===== src/rtl/param_pipe_reg_if.sv =====
// Lane-sliced stream bundle for param_pipe_reg: producer side, consumer side,
// flush and occupancy. The master modport is the environment driving the
// block; the slave modport is the pipeline register itself.
interface param_pipe_reg_if #(
  parameter int W     = 8,
  parameter int CH    = 4,
  parameter int DEPTH = 2
);
  localparam int CW = $clog2(DEPTH + 1);

  logic              flush;
  logic              in_valid;
  logic              in_ready;
  logic [W*CH-1:0]   in_data;
  logic [CH-1:0]     in_chmask;
  logic              out_valid;
  logic              out_ready;
  logic [W*CH-1:0]   out_data;
  logic [CW-1:0]     count;

  modport master (
    output flush, in_valid, in_data, in_chmask, out_ready,
    input  in_ready, out_valid, out_data, count
  );

  modport slave (
    input  flush, in_valid, in_data, in_chmask, out_ready,
    output in_ready, out_valid, out_data, count
  );
endinterface


===== src/rtl/param_pipe_reg.sv =====
// CH-lane x W-bit elastic pipeline register, DEPTH stages deep.
// Bubbles collapse: a stage moves forward whenever the stage ahead is empty
// or is itself moving, so in_ready only drops when every stage is full and
// the consumer stalls. Lanes with a clear mask bit are refilled from a
// per-lane memory of the last value written to that lane.
module param_pipe_reg #(
  parameter int             W       = 8,
  parameter int             CH      = 4,
  parameter int             DEPTH   = 2,
  parameter logic [W-1:0]   RST_VAL = {W{1'b0}}
) (
  input  logic                clk,
  input  logic                reset,
  param_pipe_reg_if.slave     bus
);
  localparam int CW = $clog2(DEPTH + 1);

  logic [DEPTH-1:0]  valid_q, valid_d;
  logic [W*CH-1:0]   data_q  [DEPTH];
  logic [W*CH-1:0]   data_d  [DEPTH];
  logic [W-1:0]      last_q  [CH];
  logic [W-1:0]      last_d  [CH];
  logic [CW-1:0]     count_q, count_d;

  logic [DEPTH-1:0]  adv_s;
  logic              in_ready_s;
  logic              accept_s;
  logic [W*CH-1:0]   merged_s;

  // Advance chain from the output back to stage 0 (this is the ready path).
  always_comb begin
    adv_s = {DEPTH{1'b0}};
    adv_s[DEPTH-1] = valid_q[DEPTH-1] & bus.out_ready;
    for (int k = DEPTH - 2; k >= 0; k--) begin
      adv_s[k] = valid_q[k] & (~valid_q[k+1] | adv_s[k+1]);
    end
    in_ready_s = ~bus.flush & (~valid_q[0] | adv_s[0]);
    accept_s   = bus.in_valid & in_ready_s;
  end

  // Lane merge of the incoming word and lane-memory update.
  always_comb begin
    merged_s = {(W*CH){1'b0}};
    last_d   = last_q;
    for (int i = 0; i < CH; i++) begin
      if (bus.in_chmask[i]) begin
        merged_s[i*W +: W] = bus.in_data[i*W +: W];
      end else begin
        merged_s[i*W +: W] = last_q[i];
      end
      if (accept_s && bus.in_chmask[i]) begin
        last_d[i] = bus.in_data[i*W +: W];
      end else begin
        last_d[i] = last_q[i];
      end
    end
  end

  // Stage valid/data next state; flush drops every valid bit but moves no data.
  always_comb begin
    valid_d = valid_q;
    data_d  = data_q;
    count_d = {CW{1'b0}};
    if (bus.flush) begin
      valid_d = {DEPTH{1'b0}};
    end else begin
      if (accept_s) begin
        valid_d[0] = 1'b1;
        data_d[0]  = merged_s;
      end else if (adv_s[0]) begin
        valid_d[0] = 1'b0;
      end else begin
        valid_d[0] = valid_q[0];
      end
      for (int k = 1; k < DEPTH; k++) begin
        if (adv_s[k-1]) begin
          valid_d[k] = 1'b1;
          data_d[k]  = data_q[k-1];
        end else if (adv_s[k]) begin
          valid_d[k] = 1'b0;
        end else begin
          valid_d[k] = valid_q[k];
        end
      end
    end
    for (int k = 0; k < DEPTH; k++) begin
      count_d = count_d + CW'(valid_d[k]);
    end
  end

  // State registers with synchronous reset taking priority.
  always_ff @(posedge clk) begin
    if (reset) begin
      valid_q <= {DEPTH{1'b0}};
      count_q <= {CW{1'b0}};
      for (int k = 0; k < DEPTH; k++) begin
        data_q[k] <= {CH{RST_VAL}};
      end
      for (int i = 0; i < CH; i++) begin
        last_q[i] <= RST_VAL;
      end
    end else begin
      valid_q <= valid_d;
      count_q <= count_d;
      data_q  <= data_d;
      last_q  <= last_d;
    end
  end

  assign bus.in_ready  = in_ready_s;
  assign bus.out_valid = valid_q[DEPTH-1];
  assign bus.out_data  = data_q[DEPTH-1];
  assign bus.count     = count_q;

endmodule


===== src/flat_wrapper.sv =====
// flat-port wrapper written by rule: the top's interface ports become plain ports
module param_pipe_reg_flat 
#(
  parameter int             W       = 8,
  parameter int             CH      = 4,
  parameter int             DEPTH   = 2,
  parameter logic [W-1:0]   RST_VAL = {W{1'b0}}
)
  (clk, reset, bus_flush, bus_in_valid, bus_in_data, bus_in_chmask, bus_out_ready, bus_in_ready, bus_out_valid, bus_out_data, bus_count);
  param_pipe_reg_if #(.W(W), .CH(CH), .DEPTH(DEPTH)) bus_i ();
  input  logic clk;
  input  logic reset;
  input wire logic [$bits(bus_i.flush)-1:0] bus_flush;
  input wire logic [$bits(bus_i.in_valid)-1:0] bus_in_valid;
  input wire logic [$bits(bus_i.in_data)-1:0] bus_in_data;
  input wire logic [$bits(bus_i.in_chmask)-1:0] bus_in_chmask;
  input wire logic [$bits(bus_i.out_ready)-1:0] bus_out_ready;
  output wire logic [$bits(bus_i.in_ready)-1:0] bus_in_ready;
  output wire logic [$bits(bus_i.out_valid)-1:0] bus_out_valid;
  output wire logic [$bits(bus_i.out_data)-1:0] bus_out_data;
  output wire logic [$bits(bus_i.count)-1:0] bus_count;
  assign bus_i.flush = bus_flush;
  assign bus_i.in_valid = bus_in_valid;
  assign bus_i.in_data = bus_in_data;
  assign bus_i.in_chmask = bus_in_chmask;
  assign bus_i.out_ready = bus_out_ready;
  assign bus_in_ready = bus_i.in_ready;
  assign bus_out_valid = bus_i.out_valid;
  assign bus_out_data = bus_i.out_data;
  assign bus_count = bus_i.count;
  param_pipe_reg #(.W(W), .CH(CH), .DEPTH(DEPTH), .RST_VAL(RST_VAL)) u_core (.clk(clk), .reset(reset), .bus(bus_i));
endmodule

===== config.mk =====
export PLATFORM = sky130hd
export DESIGN_NAME = param_pipe_reg_flat
export DESIGN_NICKNAME = d
export VERILOG_FILES = /design/src/rtl/param_pipe_reg_if.sv /design/src/rtl/param_pipe_reg.sv /design/src/flat_wrapper.sv
export SDC_FILE = /design/constraint.sdc
export NUM_CORES = 1
export LEC_CHECK = 0
export CAP_MARGIN = 20
export CORE_ASPECT_RATIO = 0.7
export CORE_MARGIN = 2
export CORE_UTILIZATION = 30
export CTS_BUF_LIST = sky130_fd_sc_hd__clkbuf_8
export CTS_CLUSTER_SIZE = 12
export DETAILED_ROUTE_END_ITERATION = 16
export PLACE_DENSITY = 0.59
export SYNTH_ARGS = -nofsm -noshare
export SYNTH_HDL_FRONTEND = slang
export SYNTH_SLANG_ARGS = --single-unit

===== constraint.sdc =====
create_clock -name clk -period 4 [get_ports clk]
set_clock_uncertainty 0.05 [all_clocks]
set_input_delay 0.6 -clock clk [delete_from_list [all_inputs] [get_ports clk]]
set_output_delay 0.6 -clock clk [all_outputs]
set_load 0.02 [all_outputs]

==> results of run 1 <==
placed cells by master (no fill, tap or decap), types with 3 or more instances in the layout:
| cell type | netlist | layout |
|---|---|---|
| sky130_fd_sc_hd__clkbuf_8 | 0 | 9 |
| sky130_fd_sc_hd__buf_4 | 32 | 9 |
| sky130_fd_sc_hd__mux2i_1 | 64 | 64 |
| sky130_fd_sc_hd__nand3_1 | 32 | 32 |
| sky130_fd_sc_hd__nor2_1 | 3 | 3 |
| sky130_fd_sc_hd__and3_1 | 4 | 4 |
| sky130_fd_sc_hd__a211oi_2 | 30 | 30 |
| sky130_fd_sc_hd__a21oi_1 | 66 | 66 |
| sky130_fd_sc_hd__dfxtp_1 | 100 | 100 |
| sky130_fd_sc_hd__clkdlybuf4s50_1 | 0 | 75 |
| sky130_fd_sc_hd__nand2b_1 | 66 | 66 |
| sky130_fd_sc_hd__o21ai_0 | 32 | 32 |
logic make-up after synthesis:
family | Yosys count | share of synthesized area, %
AO/OA/AOI/OAI | 130 | 18.8
AND/OR/NAND/NOR | 114 | 14.3
flip-flops | 100 | 42.7
buffers and inverters | 78 | 10.2
multiplexers | 64 | 13.7
adder cells (fa/ha/maj) | 1 | 0.267
layout make-up:
type                       instances  area [um^2]
clock inverter                     7         97.6
multi-input combinational        309         2210
timing repair buffer              85          838
clock buffer                       9          124
tap                              200          250
fill                            1564         9880
sequential                       100         2000
stage by stage:
| stage | hold WS (ns) | std cells |
|---|---|---|
| 6_report | 0.415 | 710 |
| 5_1_grt | 0.437 | 710 |
| 3_3_place_gp | 0.400 | 694 |
| 4_1_cts | 0.417 | 710 |
| 2_1_floorplan | 0.393 | 487 |
| 3_5_place_dp | 0.406 | 694 |
metal layers:
layer	vias to the layer above	track usage, %	share of wire [%]
met5	-	0	0
met4	0	3.08	0.91
met3	9	3.73	4.4
met2	80	21.9	45
met1	1672	18.3	50
li1	1706	-	-
worst paths after layout:
kind	slack, ns	depth (start not counted)	endpoint	startpoint
min reg2reg	0.42	2	u_core.bus.out_data[19]$_SDFFE_PP0P_	u_core.data_q[51]$_SDFFE_PP0P_
min	0.42	2	u_core.bus.out_data[19]$_SDFFE_PP0P_	u_core.data_q[51]$_SDFFE_PP0P_
max	1.15	5	bus_in_ready	bus_out_ready
max reg2reg	2.24	3	u_core.data_q[63]$_SDFFE_PP0P_	u_core.valid_q[0]$_SDFF_PP0_
worst reg2reg max path, stage by stage (launching register included):
cell	delay, ns
sky130_fd_sc_hd__dfxtp_1	0.37
sky130_fd_sc_hd__nand3b_2	0.40
sky130_fd_sc_hd__and2_4	0.63
sky130_fd_sc_hd__a211oi_1	0.15
sequential cells by signal, indices dropped and copies added, names as in the netlist:
name	cells
u_core.bus.out_data	32
u_core.data_q	32
u_core.last_q	32
u_core.bus.count	2
u_core.valid_q	2
power by group:
group | switching, W | internal, W | leakage (nW) | total, W
clock network | 0.000370 | 0.000356 | 0.106 | 0.000725
logic | 0.000117 | 0.000113 | 0.949 | 0.000230
registers | 0.0000190 | 0.00103 | 0.814 | 0.00105
total | 0.000505 | 0.00150 | 1.87 | 0.00201
==> impl_summary.log, run 1 <==
INFO  metric run_status = complete, no violations
INFO  metric avgRoutedWirePerCell = 15.7 um
INFO  metric post_cts_resize_count = 0
INFO  metric wl = 11200 um
INFO  metric drc_errors = 0
INFO  metric worst_ep_arrival_time = 2.20 ns
INFO  metric synth_top_cells_by_area = sky130_fd_sc_hd__dfxtp_1 43%, sky130_fd_sc_hd__mux2i_1 14%, sky130_fd_sc_hd__nand2b_1 8.8%, sky130_fd_sc_hd__a211oi_2 8.0%, sky130_fd_sc_hd__a21oi_1 7.0%
INFO  metric synth_largest_area_cell = sky130_fd_sc_hd__dfxtp_1
INFO  metric die_h = 109 um
INFO  metric path_delay_family = buffers and inverters
INFO  metric final_min_period_over_clock_period = 71.3%
INFO  metric detailroute.via_count = 3467
INFO  metric slew-limit-headroom = 35.2%
INFO  metric boundaryPins = 77
INFO  metric yosysSeqAreaShare = 42.7%
INFO  metric final_cell_area = 5520 um^2
INFO  metric preCtsSetupSlack = 1.13 ns
INFO  metric critPathSlowestCell = sky130_fd_sc_hd__clkdlybuf4s50_1
INFO  metric initial_core_util = 30.4%
INFO  metric max_freq = 0.351 GHz
INFO  metric placeableCoreArea = 15400 um^2
INFO  metric die-width = 153 um
INFO  metric grt-ovfl-total = 0
INFO  metric post_dp_cell_area = 5300 um^2
INFO  metric ys_seq_elements = 100
INFO  metric clkLatencyLatePin = 0.37 ns
INFO  metric numCtsBuffers = 9
INFO  metric vdd_ir_drop_max = 0.000158 V
INFO  metric antenna_cells = 0
INFO  metric drt-pass1-iter-count = 4
INFO  metric postCtsSetupRepairBufs = 0
INFO  metric mappedNetlistArea = 4690 um^2
INFO  metric area_growth = 17.9%
INFO  metric die_area = 16700 um^2
INFO  metric critical_path_required = 3.35 ns
INFO  metric timing_worst_setup_path_type = input pin to output pin
INFO  metric layout-drive-gt1-share = 11.8%
INFO  metric hold_bufs_at_cts = 0
INFO  metric finalHoldViolations = 0
INFO  metric clock_sink_count = 100
INFO  metric crit_path_frequent_cell = sky130_fd_sc_hd__clkdlybuf4s50_1
INFO  metric worst_setup_path_start_kind = input pin
INFO  metric tightest_slew = 0.972 ns
INFO  metric path_class_of_the_lowest_slack_min_delay_path = flip-flop to flip-flop
INFO  metric gp_routability_congestion = 0.702
INFO  metric placement_rows = 38
INFO  metric cts_tree = done
INFO  metric synth.net_count = 529
INFO  metric synthArstFlopShare = 0%
INFO  metric worstPathBufferInverterCount = 3
INFO  metric final-max-slew-violation-count = 0
INFO  metric synth_top_flop_cell = sky130_fd_sc_hd__dfxtp_1
INFO  metric worst-path-max-fanout = 35
INFO  metric synth_area_per_cell = 9.62 um^2
INFO  metric antenna_found_initial = 0
INFO  metric number_of_enable_flip_flop_cells_after_synthesis = 0
INFO  metric totalPowerFinal = 0.00201 W
INFO  metric synthMostInstantiatedCell = sky130_fd_sc_hd__dfxtp_1
INFO  metric final_nets = 547
INFO  metric grt_pass1_wl = 18000 um
INFO  metric grt_start_max_net_pins = 93
INFO  metric post_synth_num_cell_types = 22
INFO  metric cells_along_the_critical_path = clkdlybuf4s50_1 -> nor2b_2 -> buf_4 -> a21oi_1 -> clkdlybuf4s50_1
INFO  metric total_leakage_power = 1.87 nW
INFO  metric globalRouteTotalUtil = 13.6%
INFO  metric via_per_inst = 4.88
INFO  metric cpPeakStageDelay = 0.63 ns
INFO  metric grt_setup_unrepaired = no
INFO  metric setup_ws = 1.15 ns
INFO  metric maximum_capacitance_violations = 0
INFO  metric count_of_synthesis_stage_warnings_from_yosys = 0
INFO  metric synth.cells.most_frequent = 100 x sky130_fd_sc_hd__dfxtp_1, 66 x sky130_fd_sc_hd__a21oi_1, 66 x sky130_fd_sc_hd__nand2b_1
INFO  metric final_period_minus_worst_setup_slack = 2.85 ns
INFO  metric fin_util = 35.9%
INFO  metric htreeDepth = 3
INFO  metric setup-tns-final = 0 ns
INFO  metric worst_setup_path_end_kind = output pin
INFO  metric drtAntennaViolNets = 0
INFO  metric finalSetupViolations = 0
INFO  metric clockBufferDepth = 2
INFO  metric drt_iter0_drc = 156
INFO  metric ctsRootBufferMaster = sky130_fd_sc_hd__clkbuf_8
INFO  metric grt_pass1_vias = 3419
INFO  metric clk_pin_slew_worst_paths = 0.09 ns
INFO  metric power-per-cell-area = 363 nW/um^2
INFO  metric synth.top_cell.area_share = 42.7%
INFO  metric hpwl_reported_at_the_end_of_detailed_placement = 7210 um
INFO  metric netlist_instances = 487
INFO  metric io_buffer_count = 76
Power figures use the tool's default switching activity.
==> inputs of run 2 (changes only) <==
Settings changed: PLACE_DENSITY 0.59 to 0.61.
Clock period 4 ns to 2.55 ns, I/O delays scaled along.
==> run 2 against run 1 <==
  * Sequential share of layout area decreased by 0.17 points
  * Clock power increased by 34%
  * Combinational power increased by 61%
  * Sequential cell count unchanged
  * Register-to-register slack got worse by 1.4 ns
  * First-iteration DRC count increased by 5.1%
  * Non-clock buffer count increased by 7
  * Clock-buffer cell count unchanged
  * Highest routed layer unchanged
  * Via count decreased by 0.95%
==> impl_summary.log, run 2 (synthesis results as in run 1) <==
INFO  metric run_status = complete, no violations
INFO  metric total_leakage_power = 1.90 nW
INFO  metric path_class_of_the_lowest_slack_min_delay_path = flip-flop to flip-flop
INFO  metric postCtsSetupRepairBufs = 0
INFO  metric finalSetupViolations = 0
INFO  metric final_min_period_over_clock_period = 84.2%
INFO  metric vdd_ir_drop_max = 0.000213 V
INFO  metric io_buffer_count = 76
INFO  metric power-per-cell-area = 540 nW/um^2
INFO  metric htreeDepth = 3
INFO  metric tightest_slew = 0.524 ns
INFO  metric antenna_found_initial = 0
INFO  metric worst_setup_path_start_kind = input pin
INFO  metric totalPowerFinal = 0.00299 W
INFO  metric post_cts_resize_count = 0
INFO  metric holdWs = 0.418 ns
INFO  metric clk_pin_slew_worst_paths = 0.10 ns
INFO  metric num-fill-cells = 1567
INFO  metric hpwl_reported_at_the_end_of_detailed_placement = 7650 um
INFO  metric hold_bufs_at_cts = 0
INFO  metric placement_rows = 38
INFO  metric max_freq = 0.466 GHz
INFO  metric grt-ovfl-total = 0
INFO  metric die-width = 153 um
INFO  metric drtAntennaViolNets = 0
INFO  metric boundaryPins = 77
INFO  metric clkLatencyLatePin = 0.36 ns
INFO  metric final_nets = 554
INFO  metric gp_routability_congestion = 0.788
INFO  metric numCtsBuffers = 9
INFO  metric grt_start_max_net_pins = 64
INFO  metric cts_tree = done
INFO  metric layout_commonest_cell = sky130_fd_sc_hd__dfxtp_1
INFO  metric ctsRootBufferMaster = sky130_fd_sc_hd__clkbuf_8
INFO  metric post_dp_cell_area = 5370 um^2
INFO  metric wl = 11300 um
INFO  metric grt_pass1_wl = 18500 um
INFO  metric initial_core_util = 30.4%
INFO  metric die_area = 16700 um^2
INFO  metric avgRoutedWirePerCell = 15.8 um
INFO  metric final-max-slew-violation-count = 0
INFO  metric worst-path-max-fanout = 3
INFO  metric clockBufferDepth = 2
INFO  metric area_growth = 18.4%
INFO  metric drt-pass1-iter-count = 4
INFO  metric die_h = 109 um
INFO  metric slew-limit-headroom = 65.0%
INFO  metric timing_worst_setup_path_type = input pin to output pin
INFO  metric clock_sink_count = 100
INFO  metric maximum_capacitance_violations = 0
INFO  metric grt_setup_unrepaired = no
INFO  metric final_cell_area = 5550 um^2
INFO  metric globalRouteTotalUtil = 14.0%
INFO  metric placeableCoreArea = 15400 um^2
INFO  metric worst_setup_path_end_kind = output pin
INFO  metric multi_input_comb_area = 2210 um^2
INFO  metric fin_util = 36.0%
INFO  metric grt_pass1_vias = 3544
INFO  metric critical_path_required = 2.12 ns
INFO  metric highest_count_cells_in_the_layout_ignoring_fill_and_taps = 100 x sky130_fd_sc_hd__dfxtp_1, 75 x sky130_fd_sc_hd__clkdlybuf4s50_1, 66 x sky130_fd_sc_hd__a21oi_1, 66 x sky130_fd_sc_hd__nand2b_1, 64 x sky130_fd_sc_hd__mux2i_1
INFO  metric via_per_inst = 4.80
INFO  metric worst_ep_arrival_time = 1.71 ns
INFO  metric detailroute.via_count = 3434
INFO  metric final-seq-area = 2000 um^2
INFO  metric setup-tns-final = 0 ns
INFO  metric drt_iter0_drc = 164
INFO  metric drc_errors = 0
INFO  metric finalHoldViolations = 0
INFO  metric layout-drive-gt1-share = 12.4%
INFO  metric final_period_minus_worst_setup_slack = 2.15 ns
INFO  metric antenna_cells = 0
[run 2: cell count changes in the layout (fill, tap and decap cells not counted), sizes merged]
cell and delta:
buf +7, clkinv +1, clkinvlp -1, bufinv -1
[run 2: layout make-up]
cell class                      instances  share of cell area (%)
Clock buffer                            9                    2.23
Clock inverter                          6                    1.06
Multi-Input combinational cell        309                    39.8
Tap cell                              200                    4.51
Timing Repair Buffer                   92                    16.3
Sequential cell                       100                    36.1
[run 2: worst paths after layout]
path,startpoint,end,slack [ns],cells past startpoint
worst min register to register,u_core.data_q[50]$_SDFFE_PP0P_,u_core.bus.out_data[18]$_SDFFE_PP0P_,0.42,2
worst max register to register,u_core.valid_q[1]$_SDFF_PP0_,u_core.bus.count[0]$_SDFF_PP0_,0.85,6
worst min-delay path,u_core.data_q[50]$_SDFFE_PP0P_,u_core.bus.out_data[18]$_SDFFE_PP0P_,0.42,2
worst max-delay path,bus_out_ready,bus_in_ready,0.40,4
[run 2: power breakdown]
part           internal, W  switching, W
clock network     0.000442      0.000532
registers          0.00162     0.0000316
logic             0.000184      0.000187
[run 2: worst max-delay path: stages]
cell	delay, ns
sky130_fd_sc_hd__clkdlybuf4s50_1	0.51
sky130_fd_sc_hd__nor2b_2	0.06
sky130_fd_sc_hd__a21oi_1	0.15
sky130_fd_sc_hd__clkdlybuf4s50_1	0.62
[run 2: per-stage QoR]
step / setup slack, ns / std cells
after CTS: 0.395 / 716
after detailed placement: 0.221 / 701
after floorplan: 0.847 / 487
after global routing: 0.329 / 716
final: 0.403 / 716
after global placement: 0.362 / 701
[run 2: per-layer routing]
layer  GRT usage, %  part of all wire [%]
met3           3.73                   4.8
met1           19.7                    51
met5              0                     0
met4           2.62                  0.22
met2           21.7                    44
==> patch 1, RTL diff (settings of run 2) <==
Reset style: asynchronous (`reset`), changed in one clocked block. Comments in the files are not updated.
--- a/src/rtl/param_pipe_reg.sv
+++ b/src/rtl/param_pipe_reg.sv
@@ -89,7 +89,7 @@
   end
 
   // State registers with synchronous reset taking priority.
-  always_ff @(posedge clk) begin
+  always_ff @(posedge clk or posedge reset) begin
     if (reset) begin
       valid_q <= {DEPTH{1'b0}};
       count_q <= {CW{1'b0}};
Behaviour: differs if reset is asserted again (counterexample within 4 cycles, from zero or initial values and one cycle with reset high); with reset held inactive, the same outputs for 4 cycles.
==> patch 1 against run 2 <==
Setup slack worse by 0.076 ns; sequential share of layout area increased by 9.0 points; routed wire length fell by 23%; area after synthesis shrank 3.9%; first-iteration DRC count is 37% lower; design area about the same; sequential cell count unchanged; largest cell class is now flip-flops and latches.
Power is not compared: it rests on default switching activity, and its combinational part moved more than twofold at a synthesized area within 25%.
==> patch 1: results (changes against run 2) <==
Cells and area:
- The number of filler instances in the final layout is 1354 (-14%).
- The number of non-filler instances in the completed layout is 544 (-24%).
- The fraction of layout cells with a size suffix above 1 is 47.13% (+35 points).

Detailed routing:
- The number of design-rule violations left by the first detailed-router iteration is 103 (-37%).
- The final routed wirelength across all metal layers is 8662 um (-23%).

Critical path:
- The capture instance of the worst register-to-register path is u_core.data_q[44].
- The cell depth of the worst flop-to-flop path is 4 (-2).
- The peak fanout along the critical path is 7 (+4).
- The setup slack on the worst flop-to-flop path is 0.71 ns (-0.14 ns).
- The arrival time of data at the critical path endpoint is 1.79 ns (+0.08 ns).

Placed design:
- The placed wire-length estimate is 5936 um (-22%).
- The final estimated routing congestion in global placement came to 0.6837 (-13%).
- The worst setup slack before clock tree synthesis is 0.2520 ns (+0.03070 ns).
- The cell total after placement is 528 (-25%).
- The post-placement cell area is 0.005331 mm^2 (-0.65%).

STA:
- The remaining max-slew budget at the tightest pin is 63.52% (-1.5 points).
- The hold slack came to 0.4549 ns (+0.03642 ns).
- The post-layout minimum cycle time is 2.223 ns (+0.07561 ns).

Synth:
- The number of nets produced by synthesis is 332 (-37%).
- The count of yosys warnings during synthesis came to 0 (unchanged).
- After synthesis, the most frequently instantiated cells are 100 x sky130_fd_sc_hd__dfrtp_1, 98 x sky130_fd_sc_hd__mux2_2, 32 x sky130_fd_sc_hd__buf_4, 30 x sky130_fd_sc_hd__mux2_4, 7 x sky130_fd_sc_hd__buf_2.
- The post-synthesis share of cell area spent on full adders, half adders and majority gates is 0.2779% (+0.011 points).
- The share of synthesized area spent on multiplexers is 34.51% (+21 points).
- Ranked by total cell area, the synthesized netlist is headed by sky130_fd_sc_hd__dfrtp_1 56%, sky130_fd_sc_hd__mux2_2 25%, sky130_fd_sc_hd__mux2_4 10%.
- The post-synthesis async set-or-reset flop share is 100.0% (+100 points).
- The number of unique standard cell types used by synthesis came to 16 (-27%).
- The post-synthesis sequential area ratio came to 55.57% (+13 points).

CTS:
- The maximum level of the CTS H-tree is 3 (unchanged).

Global routing:
- The initial antenna violation count is 1 (+1).
- The via count of the first global-routing pass is 2554 (-28%).
- The first-pass GRT wire length is 13950 um (-25%).
- The overall routing resource usage came to 11.67% (-2.3 points).

Worst hold path:
- The min-delay analysis places its worst path in the category in2async.

Power and ir drop:
- The worst ir drop on vdd is 0.3992 mV.
- The reported leakage power is 2.385 nW.

Run status:
- The run finished with clean final reports.
==> patch 1: worst max-delay path, stage by stage <==
cell                              delay [ns]
sky130_fd_sc_hd__clkdlybuf4s50_1        0.47
sky130_fd_sc_hd__and3b_4                0.24
sky130_fd_sc_hd__nor2_1                 0.09
sky130_fd_sc_hd__clkdlybuf4s50_1        0.61
==> patch 1: metal layers <==
layer | global-route usage (%) | vias up | routed length, um
li1 | - | 1092 | -
met1 | 15.66 | 1200 | 4220
met2 | 17.18 | 55 | 3846
met3 | 4.163 | 12 | 420
met4 | 4.515 | 0 | 176
met5 | 0 | - | 0
==> patch 1: area by class of cell <==
type	count	area, um^2	area share [%]
Clock inverter	6	88.84	1.602
Timing Repair Buffer	90	890.9	16.06
Antenna cell	1	2.502	0.04512
Clock buffer	9	123.9	2.233
Multi-Input combinational cell	141	1683	30.34
Tap cell	195	244.0	4.399
Inverter	2	11.26	0.2030
Sequential cell	100	2502	45.12
==> patch 2, RTL diff (flow settings as in run 2) <==
Made on the original files. `CH` is set to 4 in 3 places; all go to 2.
--- a/src/rtl/param_pipe_reg_if.sv
+++ b/src/rtl/param_pipe_reg_if.sv
@@ -3,7 +3,7 @@
 // block; the slave modport is the pipeline register itself.
 interface param_pipe_reg_if #(
   parameter int W     = 8,
-  parameter int CH    = 4,
+  parameter int CH    = 2,
   parameter int DEPTH = 2
 );
   localparam int CW = $clog2(DEPTH + 1);
--- a/src/rtl/param_pipe_reg.sv
+++ b/src/rtl/param_pipe_reg.sv
@@ -5,7 +5,7 @@
 // per-lane memory of the last value written to that lane.
 module param_pipe_reg #(
   parameter int             W       = 8,
-  parameter int             CH      = 4,
+  parameter int             CH      = 2,
   parameter int             DEPTH   = 2,
   parameter logic [W-1:0]   RST_VAL = {W{1'b0}}
 ) (
--- a/src/flat_wrapper.sv
+++ b/src/flat_wrapper.sv
@@ -2,7 +2,7 @@
 module param_pipe_reg_flat 
 #(
   parameter int             W       = 8,
-  parameter int             CH      = 4,
+  parameter int             CH      = 2,
   parameter int             DEPTH   = 2,
   parameter logic [W-1:0]   RST_VAL = {W{1'b0}}
 )
Ports: changed (resized bus_in_chmask, bus_in_data and bus_out_data); port bits go from 77 to 43. No check against the original RTL was run, so the function may have changed too.
==> patch 2 against run 2 <==
Worst hold slack barely moved; area after synthesis fell by 48%; core utilization rose by 0.35 points; routed wire length fell by 57%; sequential cell count fell by 48; critical endpoint unchanged; setup slack improved by 0.017 ns; highest routed layer unchanged; die area fell by 47%; total power fell by 49%; design area fell by 48%.
==> patch 2: results (changes against run 2) <==
Run status:
- The flow ran to the end, and the final reports show no timing, DRC or antenna violations.

Cells and area:
- The non-clock buffering overhead in the final layout came to 16.61% (+0.33 points).
- The clock network area share is 3.147% (-0.15 points).
- The number of non-filler instances in the completed layout is 374 (-48%).
- The final net count is 296 (-47%).
- The count of inverters other than clock inverters in the layout was 1 (+1).
- The count of multi-input gates is 162 (-48%).
- The multi-input gate area in the final layout is 0.001126 mm^2 (-49%).

Critical path:
- The capture instance of the worst register-to-register path is u_core.data_q[31].
- The cell depth of the worst flop-to-flop path is 4 (-2).
- In this run the critical register-to-register path is launched from u_core.valid_q[0].

Placed design:
- The number of buffers inserted by port buffering was 42 (-45%).
- The worst setup slack before clock tree synthesis is 0.3744 ns (+0.1530 ns).
- The final estimated routing congestion in global placement came to 0.7313 (-7.2%).
- The post-placement cell area came to 0.002773 mm^2 (-48%).
- The placed wire-length estimate came to 3605 um (-53%).

Synth:
- By area the synthesized netlist is led by sky130_fd_sc_hd__dfxtp_1 43%, sky130_fd_sc_hd__mux2i_1 13%, sky130_fd_sc_hd__nand2b_1 8.8%.
- The share of synthesized area spent on multiplexers is 13.19% (-0.48 points).
- The gate count of the mapped netlist is 255 (-48%).
- The number of flip-flops and latches in the synthesized netlist is 52 (-48%).
- The complex-gate fraction of the synthesized area is 17.31% (-1.5 points).
- The number of nets produced by synthesis is 279 (-47%).
- By count the netlist is led by 52 x sky130_fd_sc_hd__dfxtp_1, 34 x sky130_fd_sc_hd__a21oi_1, 34 x sky130_fd_sc_hd__nand2b_1, 32 x sky130_fd_sc_hd__mux2i_1, 19 x sky130_fd_sc_hd__buf_4.
- The post-synthesis sequential area ratio was 42.86% (+0.14 points).

Detailed routing:
- The via density per instance is 4.722 (-1.5%).
- The routed length per placed instance was 13.15 um (-17%).
- The length of routed met3 wiring is 229 um (-58%).
- The number of design-rule violations left by the first detailed-router iteration is 86 (-48%).
- The total routed wire length on the met1 layer is 2605 um (-55%).

Worst hold path:
- The path with the worst hold slack has its endpoint at u_core.bus.out_data[0].

STA:
- The post-layout minimum cycle time is 2.130 ns (-0.01744 ns).
- The remaining max-slew budget at the tightest pin was 50.34% (-15 points).
- The hold slack was 0.4187 ns (+0.0001810 ns).

Global routing:
- The largest net degree at the start of global routing is 50 (-22%).
- The overall routing resource usage is 11.96% (-2.0 points).
- The first-pass GRT wire length is 8480 um (-54%).
- The met3 track demand over resource in global routing is 3.664% (-0.063 points).
- The met1 demand-to-capacity share in global routing is 17.07% (-2.7 points).

CTS:
- The total clock buffers created by CTS is 5 (-4).
- The maximum level of the CTS H-tree is 2 (-1).
- The clock network latency to the later pin of the worst-skew pair is 0.30 ns (-0.06 ns).

Power and ir drop:
- The reported leakage power is 0.9977 nW (-47%).
-- patch 2: changes by cell type after synthesis, sizes merged --
cell | run 2 | this run
dfxtp | 100 | 52
a21oi | 66 | 34
mux2i | 64 | 32
nand2b | 66 | 34
buf | 59 | 32
a211oi | 32 | 16
nand3 | 32 | 16
o21ai | 32 | 16
clkbuf | 19 | 8
and3 | 4 | 2
inv | 0 | 1
nor2 | 3 | 2
nor2b | 4 | 5
nor3 | 2 | 1
-- patch 2: report_power, final --
| group | total, mW | leakage (nW) | internal, mW | switching [mW] |
|---|---|---|---|---|
| combinational | 0.182 | 0.520 | 0.0941 | 0.0884 |
| sequential | 0.856 | 0.423 | 0.841 | 0.0154 |
| clock | 0.478 | 0.0538 | 0.214 | 0.264 |
-- patch 2: worst max-delay path, stage by stage --
cell and delay [ns]:
sky130_fd_sc_hd__clkdlybuf4s50_1 0.48, sky130_fd_sc_hd__nor2b_1 0.06, sky130_fd_sc_hd__a21oi_1 0.15, sky130_fd_sc_hd__clkdlybuf4s50_1 0.62
